[src/rtl/vga_pkg.sv]
// Shared video timing and sprite constants for the VGA sprite path.
// Also holds the coordinate clamp helper used when loading the shadow bank.
package vga_pkg;

    localparam int H_ACTIVE = 640;
    localparam int V_ACTIVE = 480;
    localparam int SPR_W    = 32;
    localparam int SPR_H    = 32;

    localparam int SPR_P0   = 0;
    localparam int SPR_PU0  = 1;
    localparam int SPR_P1   = 2;
    localparam int SPR_PU1  = 3;

    localparam int NUM_SPR_DEF = 4;
    localparam int X_W_DEF     = 10;
    localparam int Y_W_DEF     = 9;
    localparam int X_MAX_DEF   = H_ACTIVE - SPR_W;
    localparam int Y_MAX_DEF   = V_ACTIVE - SPR_H;

    // Keep a sprite fully on screen: anything past the last legal origin pins to it.
    function automatic int clamp_coord(input int v, input int max_v);
        return (v > max_v) ? max_v : v;
    endfunction

endpackage

[src/rtl/sprite_update_scheduler_rr_arbiter.sv]
// Round-robin picker: first eligible requester at or after rr_ptr, wrapping.
// Purely combinational; the caller owns the pointer register.
module rr_arbiter #(
    parameter int N     = 4,
    parameter int IDX_W = 2
) (
    input  logic [N-1:0]     eligible,
    input  logic [IDX_W-1:0] rr_ptr,
    input  logic             enable,
    output logic [N-1:0]     grant,
    output logic [IDX_W-1:0] grant_idx
);

    logic [IDX_W-1:0] cand;
    logic             found;

    always_comb begin
        grant     = '0;
        grant_idx = '0;
        cand      = '0;
        found     = 1'b0;
        for (int k = 0; k < N; k++) begin
            cand = IDX_W'((32'(rr_ptr) + 32'(k)) % 32'(N));
            if (enable && !found && eligible[cand]) begin
                found       = 1'b1;
                grant[cand] = 1'b1;
                grant_idx   = cand;
            end
        end
    end

endmodule

[src/rtl/sprite_update_scheduler.sv]
// Collects per-sprite position updates into a shadow bank and copies the dirty
// entries to the active bank once per frame on the falling edge of vs_n.
module sprite_update_scheduler
    import vga_pkg::*;
#(
    parameter int NUM_SPR = NUM_SPR_DEF,
    parameter int X_W     = X_W_DEF,
    parameter int Y_W     = Y_W_DEF,
    parameter int X_MAX   = X_MAX_DEF,
    parameter int Y_MAX   = Y_MAX_DEF
) (
    input  logic                   vga_clk,
    input  logic                   reset,
    input  logic                   vs_n,
    input  logic [NUM_SPR-1:0]     req,
    input  logic [NUM_SPR*X_W-1:0] req_x,
    input  logic [NUM_SPR*Y_W-1:0] req_y,
    output logic [NUM_SPR-1:0]     ack,
    output logic [NUM_SPR*X_W-1:0] spr_x,
    output logic [NUM_SPR*Y_W-1:0] spr_y,
    output logic                   commit,
    output logic [NUM_SPR-1:0]     commit_mask,
    output logic [15:0]            frame_cnt
);

    localparam int IDX_W = (NUM_SPR > 1) ? $clog2(NUM_SPR) : 1;

    logic                 vs_q;
    logic                 fall;
    logic [NUM_SPR-1:0]   ack_q, ack_d;
    logic                 commit_q, commit_d;
    logic [NUM_SPR-1:0]   commit_mask_q, commit_mask_d;
    logic [15:0]          frame_cnt_q, frame_cnt_d;
    logic [NUM_SPR-1:0]   dirty_q, dirty_d;
    logic [IDX_W-1:0]     rr_ptr_q, rr_ptr_d;
    logic [X_W-1:0]       shadow_x_q [NUM_SPR];
    logic [X_W-1:0]       shadow_x_d [NUM_SPR];
    logic [Y_W-1:0]       shadow_y_q [NUM_SPR];
    logic [Y_W-1:0]       shadow_y_d [NUM_SPR];
    logic [X_W-1:0]       active_x_q [NUM_SPR];
    logic [X_W-1:0]       active_x_d [NUM_SPR];
    logic [Y_W-1:0]       active_y_q [NUM_SPR];
    logic [Y_W-1:0]       active_y_d [NUM_SPR];
    logic [X_W-1:0]       req_x_arr  [NUM_SPR];
    logic [Y_W-1:0]       req_y_arr  [NUM_SPR];
    logic [NUM_SPR-1:0]   eligible;
    logic [NUM_SPR-1:0]   grant;
    logic [IDX_W-1:0]     grant_idx;
    logic                 grant_valid;

    genvar gi;
    generate
        for (gi = 0; gi < NUM_SPR; gi++) begin : g_pack
            assign req_x_arr[gi]            = req_x[gi*X_W +: X_W];
            assign req_y_arr[gi]            = req_y[gi*Y_W +: Y_W];
            assign spr_x[gi*X_W +: X_W]     = active_x_q[gi];
            assign spr_y[gi*Y_W +: Y_W]     = active_y_q[gi];
        end
    endgenerate

    assign fall        = vs_q & ~vs_n;
    // A sprite acked this cycle is still holding req; excluding it avoids a double grant.
    assign eligible    = req & ~ack_q;
    assign grant_valid = |grant;

    rr_arbiter #(
        .N     (NUM_SPR),
        .IDX_W (IDX_W)
    ) u_arb (
        .eligible  (eligible),
        .rr_ptr    (rr_ptr_q),
        .enable    (~fall),
        .grant     (grant),
        .grant_idx (grant_idx)
    );

    always_comb begin
        ack_d         = '0;
        commit_d      = 1'b0;
        commit_mask_d = '0;
        frame_cnt_d   = frame_cnt_q;
        dirty_d       = dirty_q;
        rr_ptr_d      = rr_ptr_q;
        shadow_x_d    = shadow_x_q;
        shadow_y_d    = shadow_y_q;
        active_x_d    = active_x_q;
        active_y_d    = active_y_q;

        if (grant_valid) begin
            shadow_x_d[grant_idx] = X_W'(clamp_coord(int'(req_x_arr[grant_idx]), X_MAX));
            shadow_y_d[grant_idx] = Y_W'(clamp_coord(int'(req_y_arr[grant_idx]), Y_MAX));
            dirty_d[grant_idx]    = 1'b1;
            ack_d                 = grant;
            rr_ptr_d              = IDX_W'((32'(grant_idx) + 32'd1) % 32'(NUM_SPR));
        end

        // Grants are frozen in the fall cycle, so the commit never races a shadow write.
        if (fall) begin
            for (int i = 0; i < NUM_SPR; i++) begin
                if (dirty_q[i]) begin
                    active_x_d[i] = shadow_x_q[i];
                    active_y_d[i] = shadow_y_q[i];
                end
            end
            commit_d      = 1'b1;
            commit_mask_d = dirty_q;
            dirty_d       = '0;
            frame_cnt_d   = frame_cnt_q + 16'd1;
        end
    end

    always_ff @(posedge vga_clk or posedge reset) begin
        if (reset) begin
            vs_q          <= 1'b1;
            ack_q         <= '0;
            commit_q      <= 1'b0;
            commit_mask_q <= '0;
            frame_cnt_q   <= '0;
            dirty_q       <= '0;
            rr_ptr_q      <= '0;
            for (int i = 0; i < NUM_SPR; i++) begin
                shadow_x_q[i] <= '0;
                shadow_y_q[i] <= '0;
                active_x_q[i] <= '0;
                active_y_q[i] <= '0;
            end
        end else begin
            vs_q          <= vs_n;
            ack_q         <= ack_d;
            commit_q      <= commit_d;
            commit_mask_q <= commit_mask_d;
            frame_cnt_q   <= frame_cnt_d;
            dirty_q       <= dirty_d;
            rr_ptr_q      <= rr_ptr_d;
            shadow_x_q    <= shadow_x_d;
            shadow_y_q    <= shadow_y_d;
            active_x_q    <= active_x_d;
            active_y_q    <= active_y_d;
        end
    end

    assign ack         = ack_q;
    assign commit      = commit_q;
    assign commit_mask = commit_mask_q;
    assign frame_cnt   = frame_cnt_q;

endmodule

[config.mk]
export PLATFORM = sky130hd
export DESIGN_NAME = sprite_update_scheduler
export DESIGN_NICKNAME = d
export VERILOG_FILES = /design/src/rtl/vga_pkg.sv /design/src/rtl/sprite_update_scheduler_rr_arbiter.sv /design/src/rtl/sprite_update_scheduler.sv
export SDC_FILE = /design/constraint.sdc
export NUM_CORES = 1
export LEC_CHECK = 0
export ABC_CLOCK_PERIOD_IN_PS = 17800
export BUFFER_PORTS_ARGS = -buffer_cell sky130_fd_sc_hd__buf_2
export CAP_MARGIN = 30
export CELL_PAD_IN_SITES_DETAIL_PLACEMENT = 0
export CELL_PAD_IN_SITES_GLOBAL_PLACEMENT = 1
export CORE_UTILIZATION = 30
export DETAILED_ROUTE_END_ITERATION = 7
export GPL_ROUTABILITY_DRIVEN = 0
export PLACE_DENSITY_LB_ADDON = 0.1
export SETUP_SLACK_MARGIN = 0.3
export SYNTH_ARGS = -nofsm -noshare
export SYNTH_HDL_FRONTEND = slang
export SYNTH_SLANG_ARGS = --single-unit
[constraint.sdc]
create_clock -name vga_clk -period 17.8 [get_ports vga_clk]
set_clock_uncertainty 0.05 [all_clocks]
set_input_delay 3.56 -clock vga_clk [delete_from_list [all_inputs] [get_ports vga_clk]]
set_output_delay 3.56 -clock vga_clk [all_outputs]
set_load 0.02 [all_outputs]
After elaboration in Yosys (flattened, before gate mapping):

Cells that the tools add are included.

* register bits after elaboration: 184
* bits of input ports: 83
* output and inout bits: 101

* add/sub/neg operators: 5
* order comparisons: 14
* multiplexer cells: 48
* bitwise gates (word level): 10
* reduce and logical (&&, ||, !) cells: 22

Operator list (count)
* $bwmux 40: 1
* $mux 10: 4
* $bwmux 36: 1
* $mux 9: 4
* $mux 4: 8
* $bmux 10 s2: 1
* $demux 10 s2: 1
* $bmux 9 s2: 1
* $demux 9 s2: 1
* $add 16x1->16 const B: 1
* $or 4x4->4: 4
* $lt 2x3->1 const B: 5
* $logic_and 1x1->1: 13
* $mux 1: 13
* $demux 1 s2: 5
* $ge 2x1->1 const B: 5
* $gt 10x10->1 const B: 1
* $gt 9x9->1 const B: 1
* $bmux 1 s2: 4
* $mux 2: 4
* $reduce_and 2->1: 4
* $add 2x1->2 const B: 2
* $add 2x2->2 const B: 2
* $and 4x4->4: 1
* 9 further kinds: 12

Longest topological paths before layout:

Gate-level depths: netlist of the first run.

* word-level depth: 25
* depth in mapped cells: 15

By module:

Synthesis of the first run repeated with hierarchy kept, for this count alone.

* cells, all modules: 600
* area, all modules: 8042.7 sq um

Modules (own cells, without submodules)
* sprite_update_scheduler: times used 1, cells an instance 537, area an instance 7511.0 sq um, seq. area each 4605.7 sq um
* rr_arbiter: times used 1, cells an instance 63, area an instance 531.8 sq um, seq. area each 0.0 sq um

Worst setup path after synthesis of the first run:

No wires, ideal clock.

* path kind: input -> register
* start point: in req[3]
* end point: reg shadow_y_q[10] in the netlist's numbering
* setup time: 125 ps
* arrival: 6304 ps
* data required time: 17625 ps
* path slack: 11321 ps
* cell stages on the path: 12
* buffers on the path: 4
* cells stage by stage: nor2b_1 > buf_2 > mux4_1 > nor2_1 > a32oi_1 > a21oi_2 > buf_1 > buf_2 > ha_1 > nor2b_1 > buf_2 > mux2_2

* cells in the longest elaborated chain, start to end: 24
* elaborated cells between the ends (all ways): 46

RTL lines
* start: declaration: line sprite_update_scheduler.sv:15 `input logic [NUM_SPR-1:0] req,`
* $and 4x4->4 (*): line sprite_update_scheduler.sv:63 `assign eligible = req & ~ack_q;`
* $bmux 1 s2: line sprite_update_scheduler_rr_arbiter.sv:24 `if (enable && !found && eligible[cand]) begin`
* $mux 1 (not written as such): line sprite_update_scheduler_rr_arbiter.sv:24
* $logic_and 1x1->1: line sprite_update_scheduler_rr_arbiter.sv:24
* $mux 1: line sprite_update_scheduler_rr_arbiter.sv:24
* $logic_not 1->1: line sprite_update_scheduler_rr_arbiter.sv:24
* $logic_and 1x1->1 (2 in a row): line sprite_update_scheduler_rr_arbiter.sv:24
* $mux 1: line sprite_update_scheduler_rr_arbiter.sv:24
* [... 5 more ...]
* $logic_and 1x1->1 (2 in a row): line sprite_update_scheduler_rr_arbiter.sv:24
* $mux 2: line sprite_update_scheduler_rr_arbiter.sv:24
* $not 2->3 (not written as such): line sprite_update_scheduler.sv:91 `shadow_y_d[grant_idx] = Y_W'(clamp_coord(int'(req_y_arr[grant_idx]), Y_MAX));`
* $bmux 9 s2: line sprite_update_scheduler.sv:91
* $mux 9 (not written as such) (2 in a row): line sprite_update_scheduler.sv:91
* $gt 9x9->1: line vga_pkg.sv:23 `return (v > max_v) ? max_v : v;`
* $mux 9: line vga_pkg.sv:23
* $bwmux 36: line sprite_update_scheduler.sv:91
* end signal: assignment: line sprite_update_scheduler.sv:136 `shadow_y_q <= shadow_y_d;`
* end: declaration: line sprite_update_scheduler.sv:38 `logic [Y_W-1:0] shadow_y_q [NUM_SPR];`

Every way passes the cells marked *; elsewhere a longest branch is shown, timed or not. The select of a mux whose other input is x is not followed.
A chain may end at the register's enable or synchronous reset.

Worst setup path after layout of the first run:

* start point: in vs_n
* end point: reg shadow_x_q[32] in the netlist's numbering

* cells in the longest elaborated chain, start to end: 24
* elaborated cells between the ends (all ways): 40

RTL lines
* start: declaration: line sprite_update_scheduler.sv:14 `input logic vs_n,`
* $not 1->1 (*): line sprite_update_scheduler.sv:61 `assign fall = vs_q & ~vs_n;`
* $and 1x1->1 (*): line sprite_update_scheduler.sv:61
* $not 1->1 (*): line sprite_update_scheduler.sv:72 `.enable (~fall),`
* $logic_and 1x1->1: line sprite_update_scheduler_rr_arbiter.sv:24
* $mux 1: line sprite_update_scheduler_rr_arbiter.sv:24
* $logic_not 1->1: line sprite_update_scheduler_rr_arbiter.sv:24
* $logic_and 1x1->1 (2 in a row): line sprite_update_scheduler_rr_arbiter.sv:24
* $mux 1: line sprite_update_scheduler_rr_arbiter.sv:24
* [... 5 more ...]
* $logic_and 1x1->1 (2 in a row): line sprite_update_scheduler_rr_arbiter.sv:24
* $mux 2: line sprite_update_scheduler_rr_arbiter.sv:24
* $not 2->3 (not written as such): line sprite_update_scheduler.sv:90 `shadow_x_d[grant_idx] = X_W'(clamp_coord(int'(req_x_arr[grant_idx]), X_MAX));`
* $bmux 10 s2: line sprite_update_scheduler.sv:90
* $mux 10 (not written as such) (2 in a row): line sprite_update_scheduler.sv:90
* $gt 10x10->1: line vga_pkg.sv:23
* $mux 10: line vga_pkg.sv:23
* $bwmux 40: line sprite_update_scheduler.sv:90
* end signal: assignment: line sprite_update_scheduler.sv:135 `shadow_x_q <= shadow_x_d;`
* end: declaration: line sprite_update_scheduler.sv:36 `logic [X_W-1:0] shadow_x_q [NUM_SPR];`

Marks and branches as above.

==> metrics.txt, run 1 <==
# TYPE chip_impl_metric gauge
chip_impl_metric{name="final_worst_path_period_need",unit="ns"} 7.25
chip_impl_metric{name="drt_pre_antenna_iters",unit=""} 4
chip_impl_metric{name="grt-ovfl-total",unit=""} 0
chip_impl_metric{name="required",unit="ns"} 18.11
chip_impl_metric{name="synthesized_area_divided_by_synthesized_cell_count",unit="um2"} 13.6
chip_impl_metric{name="detail_route.iter0.violations",unit=""} 233
chip_impl_metric{name="post-cts-setup-buffers",unit=""} 0
chip_impl_metric{name="clock.fmax",unit="MHz"} 138
chip_impl_info{name="timing_worst_setup_path_type",value="in -> reg"} 1
chip_impl_metric{name="drv.max_cap_violation_count",unit=""} 0
chip_impl_metric{name="grt_max_degree",unit=""} 126
chip_impl_info{name="run_status",value="complete, no violations"} 1
chip_impl_metric{name="synth.distinct_cells",unit=""} 65
chip_impl_metric{name="antenna_diode_count",unit=""} 0
chip_impl_metric{name="global_route.usage.met3",unit=""} 0.0246
chip_impl_metric{name="place_worst_setup_slack",unit="ns"} 10.09
chip_impl_metric{name="ir_worst_vdd",unit="mV"} 0.105
chip_impl_metric{name="synth_cells",unit=""} 635
chip_impl_metric{name="grt_pass1_wl",unit="um"} 37400
chip_impl_metric{name="first_global_vias",unit=""} 6132
chip_impl_metric{name="fp.dieArea",unit="mm2"} 0.0295
chip_impl_info{name="worstSetupEndpointType",value="flip-flop"} 1
chip_impl_metric{name="final.period_utilization",unit=""} 0.408
chip_impl_metric{name="worstMarginPinSlew",unit="ns"} 0.869
chip_impl_metric{name="vias",unit=""} 5809
chip_impl_info{name="r2r-start",value="rr_ptr_q[0]"} 1
chip_impl_metric{name="synth_seq_cells",unit=""} 184
chip_impl_metric{name="route.detailed.drc",unit=""} 0
chip_impl_metric{name="met2_usage",unit=""} 0.270
chip_impl_metric{name="number_of_setup_violations_in_the_final_report",unit=""} 0
chip_impl_info{name="clock_tree.root_cell",value="sky130_fd_sc_hd__clkbuf_16"} 1
chip_impl_metric{name="worst_case_reg_to_reg_path_depth",unit=""} 11
chip_impl_metric{name="wl",unit="um"} 24300
chip_impl_info{name="yosys-top-cells-area",value="sky130_fd_sc_hd__dfrtp_1 53%, sky130_fd_sc_hd__mux2_2 14%, sky130_fd_sc_hd__mux4_2 4.7%, sky130_fd_sc_hd__mux2i_1 3.1%, sky130_fd_sc_hd__ha_1 1.7%"} 1
chip_impl_metric{name="cts_hold_repair.buffers",unit=""} 0
chip_impl_metric{name="initial_antenna_violation_count",unit=""} 0
chip_impl_metric{name="timing.hold.ws",unit="ns"} 0.417
chip_impl_metric{name="power.density_cell_area",unit="mW/mm2"} 222
chip_impl_metric{name="floorplan.initialDensity",unit=""} 0.308
chip_impl_metric{name="post_drt_wl_per_cell",unit="um"} 20.0
chip_impl_info{name="grt_setup_unrepaired",value="no"} 1
chip_impl_metric{name="synth_top_area_share",unit=""} 0.531
chip_impl_metric{name="relSlewSlack",unit=""} 0.420
chip_impl_info{name="tritoncts",value="done"} 1
chip_impl_info{name="critical_path.startpoint_type",value="input port"} 1
chip_impl_info{name="hold_path_class",value="reg -> reg"} 1
chip_impl_metric{name="cellLeakagePower",unit="uW"} 0.00531
chip_impl_info{name="worstReg2RegEnd",value="shadow_x_q[32]"} 1
chip_impl_metric{name="synth_enable_flop_cells",unit=""} 0
chip_impl_metric{name="cts_buffer_depth",unit=""} 2
chip_impl_metric{name="globalRouteMet1Util",unit=""} 0.244
chip_impl_metric{name="cts_made_buffers",unit=""} 17
chip_impl_metric{name="slew_viol_final",unit=""} 0
chip_impl_metric{name="final.setup.worst_slack",unit="ns"} 10.55
chip_impl_metric{name="netlist_area",unit="mm2"} 0.00863
chip_impl_metric{name="global_route.usage.total",unit=""} 0.172
chip_impl_metric{name="ys_warn_count",unit=""} 0
chip_impl_metric{name="cts.repair.resized",unit=""} 0
chip_impl_metric{name="detailed_place_hpwl",unit="um"} 18000
chip_impl_metric{name="design.core.area",unit="mm2"} 0.0280
chip_impl_metric{name="design.portCount",unit=""} 184
chip_impl_metric{name="cp_max_fo",unit=""} 20
chip_impl_metric{name="clock_latency_reported_for_the_late_side_of_the_worst_skew_pair",unit="ns"} 0.44
chip_impl_info{name="synthDominantAreaCellType",value="sky130_fd_sc_hd__dfrtp_1"} 1
chip_impl_metric{name="chipHeight",unit="um"} 172
chip_impl_metric{name="dieWidth",unit="um"} 172
chip_impl_info{name="critPathCapture",value="shadow_x_q[32]"} 1
chip_impl_metric{name="nets",unit=""} 919
chip_impl_metric{name="worstPathArrival",unit="ns"} 7.56
chip_impl_metric{name="setup_tns",unit="ns"} 0
chip_impl_metric{name="finalNonFillerCells",unit=""} 1215
chip_impl_metric{name="number_of_nets_with_antenna_violations_after_routing",unit=""} 0
chip_impl_metric{name="hold_viol_final",unit=""} 0
chip_impl_metric{name="async_reset_ff_frac",unit=""} 1.00
chip_impl_metric{name="syn_to_final_growth",unit="%"} 25.2
chip_impl_metric{name="viasPerCell",unit=""} 4.78
chip_impl_metric{name="fraction_of_layout_cells_with_a_size_suffix_above_1",unit=""} 0.473
chip_impl_metric{name="r2r_setup_slack",unit="ns"} 12.55
chip_impl_info{name="timing.critical_path.from",value="vs_n"} 1
chip_impl_metric{name="yosysSeqAreaShare",unit=""} 0.534
chip_impl_metric{name="total_nets_after_synthesis",unit=""} 730
chip_impl_metric{name="clk_pin_slew",unit="ns"} 0.08
chip_impl_info{name="postSynth.topFlopCell",value="sky130_fd_sc_hd__dfrtp_1"} 1
chip_impl_metric{name="htree_levels",unit=""} 4
chip_impl_metric{name="std_cell_rows",unit=""} 61
chip_impl_metric{name="placedCellCount",unit=""} 1182
chip_impl_info{name="grt_most_used_layer",value="met2"} 1
chip_impl_metric{name="buffer_ports.inserted",unit=""} 183
chip_impl_metric{name="tritoncts_num_sinks",unit=""} 184
synth_stat cells (3+ instances only):
| library cell | instances |
|---|---|
| sky130_fd_sc_hd__o21ai_0 | 4 |
| sky130_fd_sc_hd__o21a_1 | 6 |
| sky130_fd_sc_hd__nor2b_1 | 5 |
| sky130_fd_sc_hd__xnor2_1 | 12 |
| sky130_fd_sc_hd__dfrtp_1 | 183 |
| sky130_fd_sc_hd__a2bb2oi_1 | 8 |
| sky130_fd_sc_hd__a31oi_4 | 6 |
| sky130_fd_sc_hd__ha_1 | 12 |
| sky130_fd_sc_hd__a21oi_1 | 21 |
| sky130_fd_sc_hd__nand2b_1 | 6 |
| sky130_fd_sc_hd__a311o_1 | 3 |
| sky130_fd_sc_hd__mux4_1 | 4 |
| sky130_fd_sc_hd__nor2_1 | 19 |
| sky130_fd_sc_hd__nand3_1 | 6 |
| sky130_fd_sc_hd__nor3_1 | 9 |
| sky130_fd_sc_hd__mux4_2 | 18 |
| sky130_fd_sc_hd__mux2i_1 | 27 |
| sky130_fd_sc_hd__nand2_1 | 26 |
| sky130_fd_sc_hd__xor2_1 | 3 |
| sky130_fd_sc_hd__a21o_1 | 9 |
| sky130_fd_sc_hd__and2_1 | 8 |
| sky130_fd_sc_hd__mux2_2 | 109 |
| sky130_fd_sc_hd__clkbuf_1 | 11 |
| sky130_fd_sc_hd__o41ai_2 | 4 |
| sky130_fd_sc_hd__buf_2 | 16 |
| sky130_fd_sc_hd__nand4_1 | 5 |
| sky130_fd_sc_hd__inv_1 | 36 |
| sky130_fd_sc_hd__a31o_2 | 8 |
| sky130_fd_sc_hd__mux2_4 | 4 |
kinds of logic (layout without fill, tap and decap cells):
| logic type | count (synthesis) | count (layout) | share of synthesized area |
|---|---|---|---|
| xor gates and xnor gates | 15 | 15 | 0.0152 |
| AOI/OAI and AO/OA | 90 | 90 | 0.0932 |
| muxes | 162 | 162 | 0.240 |
| buffers and inverters | 68 | 270 | 0.0331 |
| DFF | 184 | 184 | 0.534 |
| and+or+nand+nor | 104 | 104 | 0.0678 |
| adders and majority gates | 12 | 12 | 0.0174 |
power breakdown:
| group | leakage (uW) | internal, uW | switching [uW] |
|---|---|---|---|
| registers | 0.00230 | 604 | 123 |
| logic | 0.00269 | 550 | 711 |
| clock network | 0.000316 | 210 | 201 |
| total | 0.00531 | 1360 | 1040 |
state kept, by name, summed over array words and instances (netlist names):
signal and count:
shadow_x_q 40, dirty_q 4, frame_cnt 16, spr_y 36, commit_mask 4, commit 1, rr_ptr_q 2, shadow_y_q 36
vs_q 1, ack 4, spr_x 40
how the worst min path moves through the flow:
stage	startpoint	endpoint	slack [ns]	depth (start not counted)
finish	frame_cnt[15]	frame_cnt[15]	0.42	1
floorplan	shadow_x_q[19]	shadow_x_q[19]	0.40	1
global placement	frame_cnt[15]	frame_cnt[15]	0.40	1
detailed placement	frame_cnt[15]	frame_cnt[15]	0.41	1
CTS	frame_cnt[15]	frame_cnt[15]	0.42	1
global route	frame_cnt[15]	frame_cnt[15]	0.44	1
cell usage in the layout (no fill, tap or decap), types with 17 or more instances in the layout:
cell and instances:
sky130_fd_sc_hd__a21oi_1 21, sky130_fd_sc_hd__buf_2 183, sky130_fd_sc_hd__clkbuf_16 17, sky130_fd_sc_hd__dfrtp_1 183
sky130_fd_sc_hd__inv_1 35, sky130_fd_sc_hd__mux2_2 109, sky130_fd_sc_hd__mux2i_1 27, sky130_fd_sc_hd__mux4_2 18
sky130_fd_sc_hd__nand2_1 26, sky130_fd_sc_hd__nor2_1 19
per-stage QoR:
| step | utilization | cell area [um2] | power (uW) |
|---|---|---|---|
| final | 0.386 | 10800 | 2400 |
| after global routing | 0.386 | 10800 | 2560 |
| after CTS | 0.385 | 10800 | 2430 |
| after detailed placement | 0.361 | 10100 | 2010 |
| after global placement | 0.356 | 9960 | 1950 |
| after floorplan | - | 8630 | 1590 |
metal layers:
layer / part of all wire / routed length, um / vias to the layer above
met4: 0.015 / 354 / 0
met1: 0.48 / 11600 / 2940
met5: 0 / 0 / -
li1: - / - / 2678
met3: 0.039 / 946 / 24
met2: 0.47 / 11400 / 167
critical path, cell delays in order:
cell and delay (ns):
sky130_fd_sc_hd__buf_2 0.09, sky130_fd_sc_hd__nand2b_1 0.43, sky130_fd_sc_hd__clkinv_1 0.61, sky130_fd_sc_hd__nor2_1 0.30, sky130_fd_sc_hd__a32oi_1 0.11, sky130_fd_sc_hd__a21oi_2 0.56, sky130_fd_sc_hd__buf_4 0.37, sky130_fd_sc_hd__inv_1 0.16
sky130_fd_sc_hd__or4_1 0.57, sky130_fd_sc_hd__a32o_1 0.53, sky130_fd_sc_hd__a21oi_1 0.25
area by class of cell:
class                      count  area [um2]
timing repair buffer         199        1130
clock inverter                15         226
tap                          378         473
fill                        2742       17200
multi-input combinational    383        3780
clock buffer                  17         425
inverter                      39         156
sequential                   184        4610
Note: power is estimated with default switching activity, not from simulation.
==> inputs of run 2 (changes only) <==
--- a/config.mk
+++ b/config.mk
@@ -5,7 +5,7 @@
 export SDC_FILE = /design/constraint.sdc
 export NUM_CORES = 1
 export LEC_CHECK = 0
-export ABC_CLOCK_PERIOD_IN_PS = 17800
+export ABC_CLOCK_PERIOD_IN_PS = 6400
 export BUFFER_PORTS_ARGS = -buffer_cell sky130_fd_sc_hd__buf_2
 export CAP_MARGIN = 30
 export CELL_PAD_IN_SITES_DETAIL_PLACEMENT = 0
==> constraint.sdc (replaced) <==
create_clock -name vga_clk -period 6.4 [get_ports vga_clk]
set_clock_uncertainty 0.05 [all_clocks]
set_input_delay 1.28 -clock vga_clk [delete_from_list [all_inputs] [get_ports vga_clk]]
set_output_delay 1.28 -clock vga_clk [all_outputs]
set_load 0.02 [all_outputs]
==> metrics.txt, run 2 (synthesis results as in run 1) <==
# TYPE chip_impl_metric gauge
chip_impl_info{name="run_status",value="complete, no violations"} 1
chip_impl_metric{name="nets",unit=""} 918
chip_impl_metric{name="wl",unit="um"} 23600
chip_impl_metric{name="ir_worst_vdd",unit="mV"} 0.262
chip_impl_metric{name="dieWidth",unit="um"} 172
chip_impl_metric{name="design.portCount",unit=""} 184
chip_impl_metric{name="buffer_ports.inserted",unit=""} 183
chip_impl_metric{name="cts_buffer_depth",unit=""} 2
chip_impl_metric{name="initial_antenna_violation_count",unit=""} 0
chip_impl_info{name="grt_setup_unrepaired",value="no"} 1
chip_impl_metric{name="power_report.internal_total",unit="uW"} 3710
chip_impl_metric{name="clock.fmax",unit="MHz"} 197
chip_impl_metric{name="worstMarginPinSlew",unit="ns"} 1.03
chip_impl_metric{name="detailed_place_hpwl",unit="um"} 17200
chip_impl_metric{name="grt-ovfl-total",unit=""} 0
chip_impl_metric{name="global_route.usage.total",unit=""} 0.167
chip_impl_info{name="clock_tree.root_cell",value="sky130_fd_sc_hd__clkbuf_16"} 1
chip_impl_info{name="hold_path_class",value="reg -> reg"} 1
chip_impl_metric{name="htree_levels",unit=""} 4
chip_impl_metric{name="chipHeight",unit="um"} 172
chip_impl_metric{name="design.core.area",unit="mm2"} 0.0280
chip_impl_metric{name="clock_power_share",unit=""} 0.161
chip_impl_metric{name="grt_pass1_wl",unit="um"} 36600
chip_impl_metric{name="detail_route.iter0.violations",unit=""} 237
chip_impl_metric{name="first_global_vias",unit=""} 6082
chip_impl_metric{name="swShare",unit=""} 0.431
chip_impl_metric{name="cts.repair.resized",unit=""} 0
chip_impl_metric{name="drv.max_cap_violation_count",unit=""} 0
chip_impl_metric{name="hold_viol_final",unit=""} 0
chip_impl_info{name="critical_path.startpoint_type",value="flip-flop"} 1
chip_impl_metric{name="cp_max_fo",unit=""} 17
chip_impl_metric{name="design_area",unit="mm2"} 0.0107
chip_impl_metric{name="power.density_cell_area",unit="mW/mm2"} 608
chip_impl_metric{name="setup_tns",unit="ns"} 0
chip_impl_info{name="tritoncts",value="done"} 1
chip_impl_metric{name="switching_power",unit="uW"} 2810
chip_impl_metric{name="cellLeakagePower",unit="uW"} 0.00527
chip_impl_metric{name="relSlewSlack",unit=""} 0.311
chip_impl_metric{name="drt_pre_antenna_iters",unit=""} 4
chip_impl_metric{name="clk_pin_slew",unit="ns"} 0.08
chip_impl_metric{name="cts_hold_repair.buffers",unit=""} 0
chip_impl_metric{name="route.detailed.drc",unit=""} 0
chip_impl_info{name="timing_worst_setup_path_type",value="reg -> reg"} 1
chip_impl_metric{name="combinationalPowerShare",unit=""} 0.532
chip_impl_metric{name="antenna_diode_count",unit=""} 0
chip_impl_info{name="crit_slowest_cell",value="sky130_fd_sc_hd__dfrtp_1"} 1
chip_impl_metric{name="post-cts-setup-buffers",unit=""} 0
chip_impl_metric{name="syn_to_final_growth",unit="%"} 24.3
chip_impl_metric{name="vias",unit=""} 5784
chip_impl_metric{name="floorplan.initialDensity",unit=""} 0.308
chip_impl_info{name="path_cells",value="inv_4 -> ha_1 -> o22ai_1 -> a2111oi_0 -> a32oi_1 -> a21oi_2 -> buf_4 -> ha_1 -> nor2b_1 -> buf_4 -> mux2_2"} 1
chip_impl_metric{name="worstPathArrival",unit="ns"} 5.34
chip_impl_metric{name="finalNonFillerCells",unit=""} 1214
chip_impl_info{name="most-common-layout-cells",value="183 x sky130_fd_sc_hd__dfrtp_1, 183 x sky130_fd_sc_hd__buf_2, 109 x sky130_fd_sc_hd__mux2_2"} 1
chip_impl_metric{name="r2r_setup_slack",unit="ns"} 1.32
chip_impl_metric{name="cts_made_buffers",unit=""} 17
chip_impl_metric{name="final.period_utilization",unit=""} 0.794
chip_impl_metric{name="clock_latency_reported_for_the_late_side_of_the_worst_skew_pair",unit="ns"} 0.43
chip_impl_metric{name="pwr-share-seq",unit=""} 0.307
chip_impl_metric{name="viasPerCell",unit=""} 4.76
chip_impl_metric{name="placedCellCount",unit=""} 1182
chip_impl_metric{name="fraction_of_layout_cells_with_a_size_suffix_above_1",unit=""} 0.471
chip_impl_metric{name="grt_max_degree",unit=""} 185
chip_impl_metric{name="post_drt_wl_per_cell",unit="um"} 19.4
chip_impl_metric{name="std_cell_rows",unit=""} 61
chip_impl_metric{name="required",unit="ns"} 6.66
chip_impl_metric{name="postPlaceCellArea",unit="mm2"} 0.0101
chip_impl_metric{name="tritoncts_num_sinks",unit=""} 184
chip_impl_metric{name="worst_path_largest_cell_delay",unit="ns"} 0.79
chip_impl_info{name="worstSetupEndpointType",value="flip-flop"} 1
chip_impl_metric{name="number_of_setup_violations_in_the_final_report",unit=""} 0
chip_impl_metric{name="final_worst_path_period_need",unit="ns"} 5.08
chip_impl_metric{name="number_of_nets_with_antenna_violations_after_routing",unit=""} 0
chip_impl_metric{name="fp.dieArea",unit="mm2"} 0.0295
chip_impl_metric{name="fin_util",unit=""} 0.383
chip_impl_metric{name="slew_viol_final",unit=""} 0
-- run 2: changes by cell type in the layout (fill, tap and decap cells not counted), sizes merged --
cell and delta:
clkbuf +1, buf -1, inv -2, bufinv -1, clkinvlp +2
-- run 2: final timing paths --
path | cells after the start | startpoint | to
worst max register to register | 11 | rr_ptr_q[0] | shadow_y_q[9]
worst min-delay path | 1 | frame_cnt[15] | frame_cnt[15]
worst max-delay path | 11 | rr_ptr_q[0] | shadow_y_q[9]
worst min register to register | 1 | frame_cnt[15] | frame_cnt[15]
max in group asynchronous | 3 | reset | shadow_x_q[15]
min in group asynchronous | 3 | reset | commit_mask[1]
-- run 2: power groups by stage --
stage	registers, uW	logic, uW	clock network, uW
after floorplan	2230	2190	0
after global placement	2020	3400	0
after detailed placement	2030	3530	0
after CTS	2010	3540	1090
after global routing	2070	3770	1130
final	2000	3470	1050
-- run 2: critical path, delay by kind of cell (launching register included) --
kind                       cells  cell delay, ns
and+or+nand+nor                1            0.44
muxes                          1            0.34
AOI/OAI and AO/OA              4            1.65
adders and majority gates      2            0.84
DFF                            1            0.79
buffers and inverters          3            0.84
-- run 2: layout make-up --
cell class / count / area (um2)
Clock buffer: 18 / 429
Clock inverter: 14 / 154
Fill cell: 2735 / 17300
Inverter: 39 / 153
Multi-Input combinational cell: 383 / 3780
Sequential cell: 184 / 4610
Tap cell: 378 / 473
Timing Repair Buffer: 198 / 1130
-- run 2: metrics by stage --
stage          total power, uW  hold slack [ns]  setup WS [ns]
2_1_floorplan             4420            0.396           2.20
3_3_place_gp              5430            0.406           1.31
3_5_place_dp              5560            0.413           1.12
4_1_cts                   6640            0.429           1.33
5_1_grt                   6970            0.460           1.00
6_report                  6520            0.428           1.32
-- run 2: metal layers --
metal	routed length [um]	track usage	share of wire	vias to the layer above
li1	-	-	-	2692
met1	11100	0.229	0.47	2944
met2	11300	0.273	0.48	134
met3	1020	0.0320	0.043	14
met4	175	0.0338	0.0074	0
met5	0	0	0	-
